==> config.mk <==
export PLATFORM = sky130hd
export DESIGN_NAME = pipe_stage_skid
export DESIGN_NICKNAME = d
export VERILOG_FILES = /design/src/rtl/pipe_pkg.sv /design/src/rtl/pipe_sat_cnt.sv /design/src/rtl/pipe_stage_skid.sv
export SDC_FILE = /design/constraint.sdc
export NUM_CORES = 1
export LEC_CHECK = 0
export CORE_MARGIN = 2
export CORE_UTILIZATION = 48
export CTS_BUF_LIST = sky130_fd_sc_hd__clkbuf_4 sky130_fd_sc_hd__clkbuf_8
export CTS_CLUSTER_DIAMETER = 60
export CTS_CLUSTER_SIZE = 16
export DETAILED_ROUTE_END_ITERATION = 10
export PLACE_DENSITY = 0.87
export SKIP_CTS_REPAIR_TIMING = 1
export SLEW_MARGIN = 20
export SYNTH_ARGS = -nofsm -noshare
export SYNTH_HDL_FRONTEND = slang
export SYNTH_SLANG_ARGS = --single-unit
==> constraint.sdc <==
create_clock -name CLK -period 2 [get_ports CLK]
set_input_delay 0.4 -clock CLK [delete_from_list [all_inputs] [get_ports CLK]]
set_output_delay 0.4 -clock CLK [all_outputs]
set_load 0.1 [all_outputs]
==> src/rtl/pipe_pkg.sv <==
// Shared types for the flow-controlled pipeline stage: state encoding and occupancy.
package pipe_pkg;

  typedef enum logic [1:0] {
    EMPTY = 2'd0,
    FULL  = 2'd1,
    SKID  = 2'd2
  } pstate_t;

  localparam logic [1:0] OCC_NONE = 2'd0;
  localparam logic [1:0] OCC_ONE  = 2'd1;
  localparam logic [1:0] OCC_TWO  = 2'd2;

  function automatic logic [1:0] occ_of(input pstate_t s);
    case (s)
      FULL:    return OCC_ONE;
      SKID:    return OCC_TWO;
      default: return OCC_NONE;
    endcase
  endfunction

endpackage

==> src/rtl/pipe_sat_cnt.sv <==
// Saturating event counter with synchronous clear taking priority over increment.
module pipe_sat_cnt #(
  parameter int CNT_W = 16
) (
  input  logic             CLK,
  input  logic             nRST,
  input  logic             inc,
  input  logic             clr,
  output logic [CNT_W-1:0] cnt
);

  logic [CNT_W-1:0] cnt_q, cnt_d;

  always_comb begin
    cnt_d = cnt_q;
    if (clr)                   cnt_d = '0;
    else if (inc && ~&cnt_q)   cnt_d = cnt_q + 1'b1;
  end

  always_ff @(posedge CLK or negedge nRST) begin
    if (!nRST) cnt_q <= '0;
    else       cnt_q <= cnt_d;
  end

  assign cnt = cnt_q;

endmodule

==> src/rtl/pipe_stage_skid.sv <==
// Valid/ready pipeline stage with a 2-entry skid so in_ready comes straight from a flop;
// en freezes the stage, flush empties it, and two saturating counters track stalls/bubbles.
module pipe_stage_skid
  import pipe_pkg::*;
#(
  parameter int DATA_W         = 128,
  parameter int CNT_W          = 16,
  parameter bit CLEAR_ON_FLUSH = 1'b1
) (
  input  logic              CLK,
  input  logic              nRST,
  input  logic              en,
  input  logic              flush,
  input  logic              cnt_clr,
  input  logic              in_valid,
  output logic              in_ready,
  input  logic [DATA_W-1:0] in_data,
  output logic              out_valid,
  input  logic              out_ready,
  output logic [DATA_W-1:0] out_data,
  output logic [1:0]        occ,
  output logic [CNT_W-1:0]  stall_cnt,
  output logic [CNT_W-1:0]  bubble_cnt
);

  pstate_t           state_q, state_d;
  logic [DATA_W-1:0] main_q, main_d;
  logic [DATA_W-1:0] skid_q, skid_d;
  logic              accept, drain;

  assign out_valid = (state_q != EMPTY);
  assign in_ready  = (state_q != SKID);
  assign out_data  = main_q;
  assign occ       = occ_of(state_q);

  assign accept = en & in_valid & in_ready;
  assign drain  = en & out_valid & out_ready;

  always_comb begin
    state_d = state_q;
    main_d  = main_q;
    skid_d  = skid_q;
    // Flush overrides everything, including a frozen stage.
    if (flush) begin
      state_d = EMPTY;
      if (CLEAR_ON_FLUSH) begin
        main_d = '0;
        skid_d = '0;
      end
    end else begin
      case (state_q)
        EMPTY: if (accept) begin
          state_d = FULL;
          main_d  = in_data;
        end
        FULL: begin
          if (accept && drain) begin
            main_d = in_data;
          end else if (accept) begin
            state_d = SKID;
            skid_d  = in_data;
          end else if (drain) begin
            state_d = EMPTY;
          end
        end
        SKID: if (drain) begin
          state_d = FULL;
          main_d  = skid_q;
        end
        default: state_d = EMPTY;
      endcase
    end
  end

  always_ff @(posedge CLK or negedge nRST) begin
    if (!nRST) begin
      state_q <= EMPTY;
      main_q  <= '0;
      skid_q  <= '0;
    end else begin
      state_q <= state_d;
      main_q  <= main_d;
      skid_q  <= skid_d;
    end
  end

  pipe_sat_cnt #(.CNT_W(CNT_W)) u_stall_cnt (
    .CLK  (CLK),
    .nRST (nRST),
    .inc  (en & out_valid & ~out_ready),
    .clr  (cnt_clr),
    .cnt  (stall_cnt)
  );

  pipe_sat_cnt #(.CNT_W(CNT_W)) u_bubble_cnt (
    .CLK  (CLK),
    .nRST (nRST),
    .inc  (en & ~out_valid),
    .clr  (cnt_clr),
    .cnt  (bubble_cnt)
  );

endmodule

After elaboration in Yosys (flattened, before gate mapping). Cells that the tools add are included.

Flip-flop bits (word level): 290. Latch bits: 0. Bits in writable memories: 0. ROM bits: 0. Input bits: 135. Output and inout port bits: 164. Logic and storage cells: 61. Memories: 0.

Add/sub/neg operators: 2. Multipliers: 0. Div/mod/pow operators: 0. Magnitude comparators: 0. Equal/unequal tests: 9. Shift-type cells: 0. Muxes and demuxes: 20. Bitwise gates (word level): 8. Reductions and logical operators: 17.

Operator list (count): $mux W128 (7); $pmux W128 S3 (1); $mux W16 (4); $add A16 B1 Y16 const B (2); $reduce_and A16 Y1 (2); $mux W2 (6); $ne A3 B3 Y1 const B (4); $reduce_bool A2 Y1 (5); $reduce_and A4 Y1 (2); $and A1 B1 Y1 (6); $pmux W2 S3 (1); $ne A2 B2 Y1 const B (2); $ne A4 B4 Y1 const B (1); $pmux W2 S2 (1); $reduce_bool A4 Y1 (1); $logic_and A1 B1 Y1 (3); $reduce_and A3 Y1 (1); $eq A2 B1 Y1 const B (1); $eq A2 B2 Y1 const B (1); $logic_not A1 Y1 (2); $logic_not A2 Y1 (1); $not A1 Y1 (2).

Longest topological paths before layout. Gate-level depths: netlist of run 1.

Word-level depth: 8. Mapped depth: 9. Mapped depth without buffers: 6.

Hierarchy. From an unflattened synthesis of run 1, not the netlist that was laid out.

Cells, all modules: 1520. Area total of the unflattened synthesis: 15386.0 sq um.

Modules (own cells, without submodules): pipe_stage_skid (times used 1, cells an instance 1330, area an instance 13546.7 sq um, seq. area each 6456.2 sq um); pipe_sat_cnt (times used 2, cells an instance 95, area an instance 919.6 sq um, seq. area each 400.4 sq um).

Worst setup path before layout of run 1. OpenSTA, ideal clock, no wires.

Path type: register to register. From: register state_q[1]. To: register main_q[32], in the netlist out_data[32]. Library setup time: 0.126 ns. Arrival time: 2.594 ns. Required time: 1.874 ns. Path slack: -0.720 ns. Stages on the path, launching flop included: 8. Path buffers: 2. Clock period less this slack: 2.720 ns. Cell sequence: dfrtp_1 inv_1 ha_1 o311ai_0 o311ai_1 buf_2 buf_2 mux2_2.

Word-level cells in the longest chain between the ends: 6. Elaborated cells on any way between the ends: 16. Those cells by class: 6 x eq/ne; 2 x mux; 3 x bitwise; 5 x reduce/logical.

Ends and longest elaborated chain: start: declaration (RTL line pipe_stage_skid.sv:26) `pstate_t state_q, state_d;`; start signal: assignment (RTL line pipe_stage_skid.sv:81) `state_q <= state_d;`; $reduce_bool A2 Y1 (RTL line pipe_stage_skid.sv:31) `assign out_valid = (state_q != EMPTY);`; $and A1 B1 Y1 (2 in series) (RTL line pipe_stage_skid.sv:37) `assign drain = en & out_valid & out_ready;`; $logic_and A1 B1 Y1 (RTL line pipe_stage_skid.sv:57) `if (accept && drain) begin`; $ne A3 B3 Y1 (no source line); $reduce_and A4 Y1 (no source line); end signal: assignment (RTL line pipe_stage_skid.sv:82) `main_q <= main_d;`; end: declaration (RTL line pipe_stage_skid.sv:27) `logic [DATA_W-1:0] main_q, main_d;`.

Parallel ways exist; a longest one is shown, timed or not. A chain may end at the register's enable or synchronous reset.

Worst setup path after layout of run 1.
From: register state_q[0]. To: register main_q[122], in the netlist out_data[122].

Same word-level chain as after synthesis.

==> results of run 1 <==
-- sequential cells by signal (all words and copies together), names as in the netlist --
signal / count
u_stall_cnt.cnt: 16
skid_q: 128
state_q: 2
u_bubble_cnt.cnt: 16
out_data: 128
-- final timing paths --
path | from | to | slack, ns
max in group asynchronous | nRST | out_data[100] | 0.90
worst max-delay path | state_q[0] | out_data[122] | -0.35
worst min register to register | out_data[99] | out_data[99] | 0.51
worst min-delay path | nRST | u_stall_cnt.cnt[7] | 0.34
min in group CLK | in_data[15] | skid_q[15] | 0.38
worst max register to register | state_q[0] | out_data[122] | -0.35
-- cell usage after synthesis (12+ instances only) --
master    number
dfrtp_1      290
nand2_1      271
a21oi_1      155
nor2_1       136
mux2_2       130
mux2i_1      130
clkbuf_1      64
buf_2         15
o21ai_0       13
or3_1         12
-- power by group --
part | leakage [nW] | internal, mW | switching, mW
sequential | 3.85 | 6.36 | 0.380
clock | 0.264 | 1.54 | 2.21
combinational | 4.85 | 2.03 | 4.99
total | 8.97 | 9.93 | 7.57
-- cell type report --
type / count / area [µm²] / area share
inverter: 11 / 48.8 / 0.00235
timing repair buffer: 429 / 4720 / 0.227
clock buffer: 31 / 408 / 0.0196
clock inverter: 11 / 119 / 0.00572
multi-input combinational: 947 / 7690 / 0.370
tap: 378 / 473 / 0.0227
sequential: 290 / 7340 / 0.353
-- critical path, cell delays in order (launching register included) --
cell	delay, ns
dfrtp_1	0.43
inv_2	0.13
ha_4	0.19
a21boi_0	0.31
o211ai_1	0.21
o311ai_4	0.14
buf_12	0.24
clkbuf_16	0.21
mux2_2	0.36
-- kinds of logic (layout without fill, tap and decap cells) --
| kind of cell | Yosys count | count (layout) | share of synthesized area |
|---|---|---|---|
| simple gates | 482 | 482 | 0.149 |
| flops | 290 | 290 | 0.529 |
| mux | 260 | 260 | 0.201 |
| compound gates | 197 | 197 | 0.0779 |
| buf+inv | 105 | 482 | 0.0358 |
| fa+ha+maj | 7 | 7 | 0.00638 |
| xor+xnor | 1 | 1 | 0.000638 |
-- through the flow --
| stage | cells | setup TNS, ns | total power, mW |
|---|---|---|---|
| after global placement | 1982 | -92.45 | 12.8 |
| after global routing | 2097 | -70.41 | 18.0 |
| after floorplan | 1342 | -26.29 | 11.3 |
| final | 2097 | -49.40 | 17.5 |
| after detailed placement | 1982 | -105.57 | 12.9 |
| after CTS | 2024 | -19.14 | 16.6 |
-- per-layer routing --
layer | global-route usage | part of all wire | vias to the layer above
li1 | - | - | 5332
met1 | 0.300 | 0.37 | 6267
met2 | 0.403 | 0.51 | 620
met3 | 0.0508 | 0.071 | 190
met4 | 0.0876 | 0.056 | 0
met5 | 0 | 0 | -
==> impl_metrics.toml, run 1 <==
[power]
cellLeakagePower_nw = 8.97
ir_drop_mv = 0.768
power_density_nw_per_um2 = 842

[clock_network]
cts-root-buf = "clkbuf_8"
cts_buffers = 26
clockBufferDepth = 3
cts_tree = "yes"
clock_sinks = 290
htree_levels = 1
clkSlewWorstSetupHoldPaths_ns = 0.11
insertion_delay_ns = 0.59

[hold_path]
hold_path.class = "input port to async pin"

[yosys]
yosys_warnings = 0
ys_seq_area_frac = 0.529
yosys_register_bits = 290
syn_inst = 1342
async_flop_share = 1.00
synth_area_leaders = "dfrtp_1 (53%), mux2_2 (11%), mux2i_1 (9.5%)"
synth_area_um2 = 13700
synth.largest_area_cell = "dfrtp_1"
synth_edf_count = 0
synth.distinct_cells = 49
synth.net_count = 1484
synth_flop_cell = "dfrtp_1"
synth_area_per_cell_um2 = 10.2
synth.top_cell.area_share = 0.529

[placement]
placed_area_um2 = 17300
globalplace.congestion = 0.894
post-place-ws_ns = -0.493
hpwlAfterDp_mm = 24.8
port_buffers = 298

[setup_path]
start_kind = "flop"
worstPathArrival_ns = 2.82
worst-setup-path-type = "flop to flop"
rr_worst_depth = 8
critPathRequiredTime_ns = 2.47
cp-end-kind = "flop"
critPathMaxFanout = 9

[layout]
drive_gt1_frac = 0.475
fillers = 1660
layout_common_cells = "dfrtp_1 (258), buf_4 (201), nor2_1 (136)"
final_util = 0.744
nNetsFinal = 1847
areaGrowthSynthToFinish_pct = 51.5
final_area_um2 = 20800
diodes = 0
final_common_cell = "dfrtp_1"

[detailed_routing]
ant_nets = 0
drt_wl_total_mm = 49.5
wl_per_cell_um = 23.6
drt_pass1_iterations = 5
dr.first_iter.drc_count = 1040
vias = 12409
drc = 0
routed_via_density = 5.92

[run_status]
violations = "negative setup slack"
status = "finished, violations left"

[run]
timing.max_cap.violations = 0

[timing]
skew_ns = 0.0248
fin_crit_sh = 1.18
fin_crit_ns = 2.35
fin_ws_ns = -0.351
report.final.slew_viol_count = 0
max-slew-margin-rel = 0.476
holdWs_ns = 0.342
rsz0062_at_grt = "yes"
hold_viol = 0
fmax_mhz = 425
worst_slew_pin_slew_ns = 0.781
setup-violations-final = 265

[global_route]
overflow = 0
antenna_found_initial = 0
grt_pass1_vias = 11507
grt_usage = 0.237
grt_pass1_wl_mm = 58.9
grt_max_degree = 89

[floorplanning]
start_util = 0.491
pin_count = 299
fp.dieW_um = 173
coreArea_um2 = 27900
rows = 61
die_y_um = 173
die_area_um2 = 30000
Power figures use the tool's default switching activity.
==> inputs of run 2 (changes only) <==
--- a/config.mk
+++ b/config.mk
@@ -6,12 +6,12 @@
 export NUM_CORES = 1
 export LEC_CHECK = 0
 export CORE_MARGIN = 2
-export CORE_UTILIZATION = 48
+export CORE_UTILIZATION = 53
 export CTS_BUF_LIST = sky130_fd_sc_hd__clkbuf_4 sky130_fd_sc_hd__clkbuf_8
 export CTS_CLUSTER_DIAMETER = 60
 export CTS_CLUSTER_SIZE = 16
 export DETAILED_ROUTE_END_ITERATION = 10
-export PLACE_DENSITY = 0.87
+export PLACE_DENSITY = 0.91
 export SKIP_CTS_REPAIR_TIMING = 1
 export SLEW_MARGIN = 20
 export SYNTH_ARGS = -nofsm -noshare
==> constraint.sdc (replaced) <==
create_clock -name CLK -period 2.6 [get_ports CLK]
set_input_delay 0.52 -clock CLK [delete_from_list [all_inputs] [get_ports CLK]]
set_output_delay 0.52 -clock CLK [all_outputs]
set_load 0.1 [all_outputs]
==> run 2 against run 1 <==
- the flow now finishes without violations
- critical path depth down 3
- combinational power fell by 33%
- clock skew up 0.0054 ns
- register-to-register slack improved by 0.59 ns
- non-clock buffer count decreased by 95
- final cell count down 7.2%
- clock-buffer cell count decreased by 5
- setup slack improved by 0.46 ns
- sequential share of layout area up 6.9 points
- sequential power fell by 24%
- wire length shrank 29%
- sequential cell count stayed put
- critical path type is now flop to primary output
- largest power group is now sequential cells
==> impl_metrics.toml, run 2 (synthesis gave the netlist of run 1 again) <==
[setup_path]
start_kind = "flop"
worstPathArrival_ns = 1.97
cp-end-kind = "primary output"
critPathRequiredTime_ns = 2.08
worst-setup-path-type = "flop to primary output"
critPathMaxFanout = 22
rrSetupSlack_ns = 0.24

[floorplanning]
fp.dieW_um = 165
pin_count = 299
die_area_um2 = 27200
start_util = 0.542
die_y_um = 165
coreArea_um2 = 25300
rows = 58

[detailed_routing]
wl_per_cell_um = 18.0
drc = 0
routed_via_density = 5.69
drt_wl_total_mm = 35.0
vias = 11074
drt_pass1_iterations = 5
dr.first_iter.drc_count = 1016
ant_nets = 0

[power]
switchingPower_mw = 5.24
p_comb_frac = 0.382
cellLeakagePower_nw = 7.44
seq_power_share = 0.419
internal_power_mw = 7.03
ir_drop_mv = 0.591
clkPwrFrac = 0.200
netSwitchingFraction = 0.427
power_density_nw_per_um2 = 713

[timing]
setup-violations-final = 0
max-slew-margin-rel = 0.378
hold_viol = 0
holdWs_ns = 0.478
worst_slew_pin_slew_ns = 0.921
fmax_mhz = 401
skew_ns = 0.0301
fin_crit_sh = 0.959
setup_tns_ns = 0
fin_crit_ns = 2.49
report.final.slew_viol_count = 0

[clock_network]
cts_buffers = 24
htree_levels = 1
clock_sinks = 290
cts-root-buf = "clkbuf_8"
clockBufferDepth = 3
cts_tree = "yes"
clkSlewWorstSetupHoldPaths_ns = 0.10
insertion_delay_ns = 0.56

[placement]
placed_area_um2 = 16800
globalplace.congestion = 0.854
hpwlAfterDp_mm = 23.2
port_buffers = 298

[hold_path]
hold_path.class = "input port to flop"

[global_route]
grt_max_degree = 171
grt_pass1_vias = 11246
grt_usage = 0.252
antenna_found_initial = 0
overflow = 0
grt_pass1_wl_mm = 55.6

[layout]
nNetsFinal = 1750
drive_gt1_frac = 0.233
final_common_cell = "dfrtp_1"
layout_common_cells = "dfrtp_1 (290), nand2_1 (271), buf_4 (184)"
final_area_um2 = 17200
areaGrowthSynthToFinish_pct = 25.4
fillers = 1890
final_util = 0.680

[run]
timing.max_cap.violations = 0

[run_status]
status = "finished, final reports clean"
-- run 2: worst max-delay path, cell delays in order, from the launching register on --
cell	delay (ns)
dfrtp_1	0.43
inv_1	0.17
ha_4	0.29
buf_16	0.23
inv_1	0.10
buf_12	0.17
-- run 2: per-layer routing --
layer	wire length, µm	share of wire	global-route usage	vias to the layer above
met2	17600	0.50	0.442	391
met1	13900	0.40	0.311	5509
met3	2610	0.074	0.0588	74
li1	-	-	-	5100
met4	907	0.026	0.0767	0
met5	0	0	0	-
-- run 2: path summary, 6_finish.rpt --
kind,startpoint,end,cells after the start
setup / recovery,state_q[0],in_ready,5
hold / removal,flush,state_q[1],4
setup reg to reg,state_q[0],out_data[43],8
hold reg to reg,out_data[58],out_data[58],1
max in group asynchronous,nRST,out_data[18],3
min in group asynchronous,nRST,u_stall_cnt.cnt[14],2
-- run 2: per-stage QoR --
stage | setup slack, ns | total power [mW] | instances
after floorplan | 0.0709 | 8.65 | 1342
after global placement | -0.0266 | 9.83 | 1910
after detailed placement | -0.0609 | 9.92 | 1910
after CTS | -0.0130 | 12.3 | 1942
after global routing | -0.00176 | 12.7 | 1944
final | 0.106 | 12.3 | 1945
-- run 2: area by class of cell --
| cell class | count | area (µm²) | area share |
|---|---|---|---|
| clock inverters | 6 | 55.1 | 0.00320 |
| well taps | 330 | 413 | 0.0240 |
| clock buffers | 26 | 358 | 0.0208 |
| flip-flops and latches | 290 | 7260 | 0.422 |
| multi-input cells | 947 | 6030 | 0.350 |
| diodes | 1 | 2.50 | 0.000145 |
| repair buffers | 334 | 3050 | 0.177 |
| inverters | 11 | 41.3 | 0.00240 |
-- run 2: power groups by stage --
stage / clock, mW / combinational, mW / sequential (mW)
after floorplan: 0 / 0.975 / 7.67
after global placement: 0 / 4.62 / 5.21
after detailed placement: 0 / 4.69 / 5.22
after CTS: 2.51 / 4.70 / 5.14
after global routing: 2.69 / 4.86 / 5.18
final: 2.45 / 4.69 / 5.14
==> inputs of run 3 (changes only) <==
--- a/config.mk
+++ b/config.mk
@@ -12,6 +12,7 @@
 export CTS_CLUSTER_SIZE = 16
 export DETAILED_ROUTE_END_ITERATION = 10
 export PLACE_DENSITY = 0.91
+export RECOVER_POWER = 25
 export SKIP_CTS_REPAIR_TIMING = 1
 export SLEW_MARGIN = 20
 export SYNTH_ARGS = -nofsm -noshare
==> run 3 against run 2 <==
- the run now ends with max-capacitance violations, max-slew violations left
- sequential share of layout area grew 0.065 points
- highest routed layer unchanged
- die area did not move
- largest power group unchanged
- via count decreased by 0.17%
- clock power about the same
- clock skew is 0.0036 ns lower
- worst hold slack improved by 0.00058 ns
- global-route usage did not move
- fmax is 0.22% higher
==> impl_metrics.toml, run 3 (synthesis gave the netlist of run 1 again) <==
[placement]
place_inst = 1910
port_buffers = 298
placed_area_um2 = 16800
hpwlAfterDp_mm = 23.2
post-place-ws_ns = -0.0609
globalplace.congestion = 0.854

[floorplanning]
die_y_um = 165
pin_count = 299
fp.dieW_um = 165
coreArea_um2 = 25300
start_util = 0.542
rows = 58
die_area_um2 = 27200

[global_route]
grt_pass1_vias = 11246
overflow = 0
antenna_found_initial = 0
grt_max_degree = 171
grt_pass1_wl_mm = 55.6
grt_usage = 0.252

[clock_network]
insertion_delay_ns = 0.56
htree_levels = 1
cts_tree = "yes"
cts-root-buf = "clkbuf_8"
clkSlewWorstSetupHoldPaths_ns = 0.10
cts_buffers = 24
clockBufferDepth = 3
clock_sinks = 290

[setup_path]
critPathMaxFanout = 22
start_kind = "flop"
r2r_start = "state_q[0]"
worst-setup-path-type = "flop to primary output"
cp-end-kind = "primary output"
r2r_end = "out_data[48]"
cp_slowest_stage_delay_ns = 0.43
critPathSlowestCell = "dfrtp_1"
critPathRequiredTime_ns = 2.08
cpMostUsedCell = "inv_1"
rr_worst_depth = 8
path_cells = "inv_1 > ha_4 > buf_16 > inv_1 > buf_12"
rrSetupSlack_ns = 0.24
worstPathArrival_ns = 1.97

[detailed_routing]
vias = 11055
dr.first_iter.drc_count = 933
drc = 0
drt_wl_total_mm = 35.0
ant_nets = 0
drt_pass1_iterations = 7
wl_per_cell_um = 18.0
routed_via_density = 5.68

[layout]
areaGrowthSynthToFinish_pct = 25.2
fillers = 1894
finalNonFillerCells = 1945
nNetsFinal = 1750
multiInputGateArea_um2 = 6030
ff_latch_area_um2 = 7260
final_common_cell = "dfrtp_1"
layout_common_cells = "dfrtp_1 (290), nand2_1 (271), buf_4 (181)"
final_util = 0.679
final_area_um2 = 17200
drive_gt1_frac = 0.233

[power]
power_density_nw_per_um2 = 714
power_mw = 12.3
cellLeakagePower_nw = 7.43
ir_drop_mv = 0.588

[timing]
holdWs_ns = 0.479
fmax_mhz = 402
fin_ws_ns = 0.112
worst_slew_pin_slew_ns = 1.64
fin_crit_ns = 2.49
setup-violations-final = 0
hold_viol = 0
fin_crit_sh = 0.957
skew_ns = 0.0266
report.final.slew_viol_count = 62
max-slew-margin-rel = -0.0944
setup_tns_ns = 0

[hold_path]
hold_depth = 4
hold_path.class = "input port to flop"
min_to = "state_q[1]"
worstHoldStart = "flush"

[run]
timing.max_cap.violations = 1

[run_status]
status = "finished, violations left"
violations = "max-capacitance violations, max-slew violations"
-- run 3: cell count changes in the layout (fill, tap and decap cells not counted) --
cell,before,now
clkbuf_2,0,4
buf_4,184,181
buf_12,13,12
buf_6,0,1
buf_8,1,0
-- run 3: final cells by class --
class,count,share of cell area
Inverter,11,0.00240
Multi-Input combinational cell,947,0.351
Antenna cell,1,0.000146
Tap cell,330,0.0240
Clock buffer,26,0.0208
Clock inverter,6,0.00320
Sequential cell,290,0.422
Timing Repair Buffer,334,0.176
-- run 3: worst max-delay path by stage --
stage / from / end / slack [ns] / cells past startpoint
after global routing: state_q[0] / in_ready / -0.002 / 5
after detailed placement: en / out_data[84] / -0.06 / 7
final: state_q[0] / in_ready / 0.11 / 5
after global placement: en / out_data[25] / -0.03 / 7
after CTS: state_q[0] / in_ready / -0.01 / 5
after floorplan: u_bubble_cnt.cnt[2] / u_bubble_cnt.cnt[14] / 0.07 / 4
-- run 3: worst max-delay path, delay by kind of cell, from the launching register on --
kind,cells,cell delay (ns)
fa+ha+maj,1,0.29
buf+inv,4,0.67
flops,1,0.43
-- run 3: power breakdown --
part	switching, mW	internal [mW]
sequential	0.249	4.89
clock	1.51	0.941
combinational	3.48	1.20
-- run 3: layer usage --
layer	global-route usage	share of wire	up-vias
li1	-	-	5098
met1	0.311	0.39	5468
met2	0.442	0.50	409
met3	0.0588	0.080	80
met4	0.0767	0.026	0
met5	0	0	-
==> variant 1: new RTL, flow settings as in run 2 <==
Put a register stage on the output `bubble_cnt`, with the module's reset. The value now appears one clock later. The other outputs are not delayed to match.
--- a/src/rtl/pipe_stage_skid.sv
+++ b/src/rtl/pipe_stage_skid.sv
@@ -23,4 +23,6 @@
   output logic [CNT_W-1:0]  bubble_cnt
 );
+
+  logic [CNT_W-1:0] bubble_cnt_d;
 
   pstate_t           state_q, state_d;
@@ -98,6 +100,14 @@
     .inc  (en & ~out_valid),
     .clr  (cnt_clr),
-    .cnt  (bubble_cnt)
+    .cnt  (bubble_cnt_d)
   );
+
+  always_ff @(posedge CLK or negedge nRST) begin
+    if (!nRST) begin
+      bubble_cnt <= '0;
+    end else begin
+      bubble_cnt <= bubble_cnt_d;
+    end
+  end
 
 endmodule
Function: not settled (the Yosys comparison gave no result); the edit may change what the design does.
==> variant 1 against run 2 <==
Fmax shrank 0.13%; worst setup slack lost 3.3 ps; sequential power is essentially flat; critical path type unchanged; sequential cell count grew 16; area after synthesis grew 1.1%; largest cell class unchanged; wire length grew 10%; combinational power shrank 41%; via count grew 9.9%; power shrank 14%; critical endpoint is now occ[1]; cell area grew 1.4%.
==> variant 1: results <==
export IMPL_dpl_cell_count=2045
export IMPL_dr_pass1_iters=6
export IMPL_grtUsageMet3_pct=5.648
export IMPL_grt_max_degree=105
export IMPL_place_gp_congestion=0.8352
export IMPL_fin_worst_skew_ps=15.45
export IMPL_ys_seq_area_share_pct=55.18
export IMPL_post_place_ws_ps=100.2
export IMPL_ys_top_cells_by_count="528 x nand2_1, 306 x dfrtp_1, 285 x a21oi_1"
export IMPL_dr_first_iter_drc_count=1121
export IMPL_synthTopCellsByArea="dfrtp_1 55%, nand2_1 14%, a21oi_1 10%"
export IMPL_yosysUniqueCellTypes=41
export IMPL_use_met1_pct=34.89
export IMPL_grt_util_all_layers_pct=26.94
export IMPL_vias=12170
export IMPL_clock_root_buffer="clkbuf_8"
export IMPL_drive_above_1_share_pct=14.88
export IMPL_peakVddDrop_uv=532.4
export IMPL_grt_pass1_wl_um=61430
export IMPL_synth_net_count=1623
export IMPL_cp_max_fo=51
export IMPL_leakagePower_nw=7.975
export IMPL_synth_cells=1486
export IMPL_drt_total_wl_um=38540
export IMPL_relSlewSlack_pct=65.57
export IMPL_outcome="complete, no violations"
export IMPL_dpl_hpwl_um=25190
export IMPL_synth_top_area_share_pct=55.18
export IMPL_fin_cells=2084
export IMPL_nNetsFinal=1876
variant 1: changes by cell type in the layout (fill, tap and decap cells not counted), sizes merged, moves of 6 or more:
cell	run 2	this run
nor2b	3	9
dfrtp	290	306
a21oi	155	285
nor2	136	12
nand2	271	529
inv	15	6
mux2i	130	2
variant 1: kinds of logic after synthesis:
family                     Yosys count  synth area share, %
adders and majority gates            2               0.1803
buffers and inverters              112                3.643
muxes                              137                11.10
DFF                                306                55.18
AOI/OAI and AO/OA                  313                11.60
and+or+nand+nor                    616                18.29
variant 1: final timing paths:
| kind | start | to | slack (ps) | cells past startpoint |
|---|---|---|---|---|
| min in group asynchronous | nRST | skid_q[116] | 490 | 2 |
| worst min-delay path | flush | skid_q[116] | 430 | 2 |
| worst max register to register | state_q[1] | out_data[30] | 420 | 6 |
| worst min register to register | u_bubble_cnt.cnt[1] | bubble_cnt[1] | 450 | 0 |
| max in group asynchronous | nRST | skid_q[100] | 1380 | 3 |
| worst max-delay path | state_q[1] | occ[1] | 100 | 3 |
variant 1: per-layer routing:
metal	routed length, um	part of all wire (%)	up-vias
met5	0	0	-
met2	18850	49	615
met3	3211	8.3	114
met4	1366	3.5	0
li1	-	-	5462
met1	15110	39	5983
variant 1: layout make-up:
class,count,area [um2]
fillers,1880,8467
diodes,2,5.005
well taps,335,419.2
clock buffers,25,344.1
multi-input cells,1068,5759
flip-flops and latches,306,7657
inverters,4,20.02
repair buffers,334,3126
clock inverters,10,113.9
variant 1: metrics by stage:
step | total power, mW | hold slack (ps) | util, % | cell area (um2)
after global routing | 10.95 | 434.4 | 67.32 | 17440
after CTS | 10.65 | -125.1 | 67.19 | 17410
final | 10.58 | 427.9 | 67.32 | 17440
after detailed placement | 7.973 | 418.7 | 65.43 | 16950
after global placement | 7.917 | 409.0 | 65.43 | 16950
after floorplan | 7.055 | 224.4 | - | 13880
variant 1: critical path, stage by stage (launching register included):
cell	delay [ps]
dfrtp_1	520
nor2b_4	330
clkbuf_16	340
buf_12	220
variant 1: report_power, final:
group | switching, mW | internal [mW]
combinational | 2.06 | 0.699
clock | 1.59 | 1.11
sequential | 0.153 | 4.97
==> variant 2: new RTL, flow settings as in run 2 <==
Made on the original files. `CNT_W` is set to 16 in 2 places; all go to 32.
--- a/src/rtl/pipe_sat_cnt.sv
+++ b/src/rtl/pipe_sat_cnt.sv
@@ -1,5 +1,5 @@
 // Saturating event counter with synchronous clear taking priority over increment.
 module pipe_sat_cnt #(
-  parameter int CNT_W = 16
+  parameter int CNT_W = 32
 ) (
   input  logic             CLK,
--- a/src/rtl/pipe_stage_skid.sv
+++ b/src/rtl/pipe_stage_skid.sv
@@ -5,5 +5,5 @@
 #(
   parameter int DATA_W         = 128,
-  parameter int CNT_W          = 16,
+  parameter int CNT_W          = 32,
   parameter bit CLEAR_ON_FLUSH = 1'b1
 ) (
Ports: changed (resized bubble_cnt and stall_cnt); port bits go from 299 to 331. The function was not compared with the original's and may differ.
==> variant 2 against run 2 <==
Wire length grew 20%; fmax fell by 2.2%; register-to-register slack got worse by 190 ps; area after synthesis grew 12%; cell area rose by 15%; power rose by 16%; clock power rose by 20%; worst setup slack got worse by 57 ps; sequential cell count grew 32; critical endpoint is now u_stall_cnt.cnt[20]; highest routed layer unchanged.
==> variant 2: results <==
export IMPL_async_flop_share_pct=100.0
export IMPL_use_met1_pct=33.21
export IMPL_grt_max_degree=96
export IMPL_dr_max_layer_used="met4"
export IMPL_grt_pass1_wl_um=66760
export IMPL_nNetsFinal=2009
export IMPL_dpl_cell_count=2217
export IMPL_peakVddDrop_uv=686.9
export IMPL_final_max_slew_violation_count=0
export IMPL_clockBufferDepth=3
export IMPL_cts_buffers=27
export IMPL_crit_family="simple AND/OR/NAND/NOR gates"
export IMPL_dpl_hpwl_um=28410
export IMPL_antenna_found_initial=2
export IMPL_grtUsageMet2_pct=45.01
export IMPL_fp_row_count=62
export IMPL_drt_total_wl_um=41880
export IMPL_grt_util_all_layers_pct=26.66
export IMPL_routedLengthMet1_um=15910
export IMPL_dr_wl_met3_um=3717
export IMPL_ys_top_cells_by_count="322 x dfrtp_1, 283 x nand2_1, 172 x a21oi_1"
export IMPL_yosys_most_used_dff="dfrtp_1"
export IMPL_placed_area_um2=19170
export IMPL_clk_latency_ps=580
export IMPL_grtUsageMet3_pct=6.649
export IMPL_ys_seq_area_share_pct=52.39
export IMPL_cp_max_fo=8
export IMPL_yosysUniqueCellTypes=42
export IMPL_leakagePower_nw=8.512
export IMPL_hold_path_class="in -> reg"
export IMPL_synth_net_count=1684
export IMPL_crit_path_top_delay_cell="or4_4"
export IMPL_wl_met2_um=20600
export IMPL_drive_above_1_share_pct=27.47
export IMPL_core_um2=28630
export IMPL_fin_worst_skew_ps=14.39
export IMPL_synthTopCellsByArea="dfrtp_1 52%, mux2_2 10%, mux2i_1 8.5%"
export IMPL_dr_first_iter_drc_count=1088
export IMPL_relSlewSlack_pct=60.97
export IMPL_cpPeakStageDelay_ps=650
export IMPL_clock_root_buffer="clkbuf_8"
export IMPL_path_clk_slew_ps=100
export IMPL_outcome="complete, no violations"
export IMPL_synth_cells=1542
export IMPL_post_place_ws_ps=-396.3
export IMPL_worstPathArrival_ps=3030
export IMPL_ctsHtreeMaxLevel=1
export IMPL_ys_warn_count=0
export IMPL_fin_cells=2268
export IMPL_dr_pass1_iters=5
export IMPL_vias=13020
export IMPL_place_gp_congestion=0.8709
export IMPL_io_buffers=330
-- variant 2: cell types whose count changed after synthesis, sizes merged, moves of 11 or more --
cell	run 2	this run
a21oi	155	172
buf	30	18
o21ai	13	24
clkbuf	64	85
nand4	11	23
nor2	136	164
nand3	11	25
or4	10	25
nand2	271	283
dfrtp	290	322
-- variant 2: power breakdown --
part,switching (mW),internal (mW),leakage [nW]
clock,1.73,1.22,0.284
sequential,0.281,5.46,4.28
combinational,4.10,1.46,3.95
-- variant 2: path summary, 6_finish.rpt --
| path | from | end | slack, ps | cells past startpoint |
|---|---|---|---|---|
| hold reg to reg | out_data[126] | out_data[126] | 520 | 1 |
| setup reg to reg | u_stall_cnt.cnt[15] | u_stall_cnt.cnt[20] | 50 | 6 |
| max in group asynchronous | nRST | u_bubble_cnt.cnt[21] | 1270 | 3 |
| min in group asynchronous | nRST | out_data[126] | 470 | 2 |
| setup / recovery | u_stall_cnt.cnt[15] | u_stall_cnt.cnt[20] | 50 | 6 |
| hold / removal | flush | state_q[0] | 330 | 4 |
-- variant 2: cell families (layout without fill, tap and decap cells) --
kind of cell / after synthesis / in the layout / synth area share [%]
flip-flops: 322 / 322 / 52.39
multiplexers: 271 / 271 / 18.77
other: 0 / 2 / 0
adder cells (fa/ha/maj): 7 / 7 / 0.5694
XOR/XNOR: 9 / 9 / 0.5125
AO/OA/AOI/OAI: 226 / 226 / 7.899
buffers and inverters: 116 / 456 / 2.937
AND/OR/NAND/NOR: 591 / 591 / 16.92
-- variant 2: cell type report --
type / count / area (um2)
fillers: 2039 / 8801
flip-flops and latches: 322 / 8123
multi-input cells: 1104 / 6982
repair buffers: 399 / 3642
well taps: 384 / 480.5
clock buffers: 36 / 476.7
clock inverters: 8 / 62.56
inverters: 13 / 52.55
diodes: 2 / 5.005
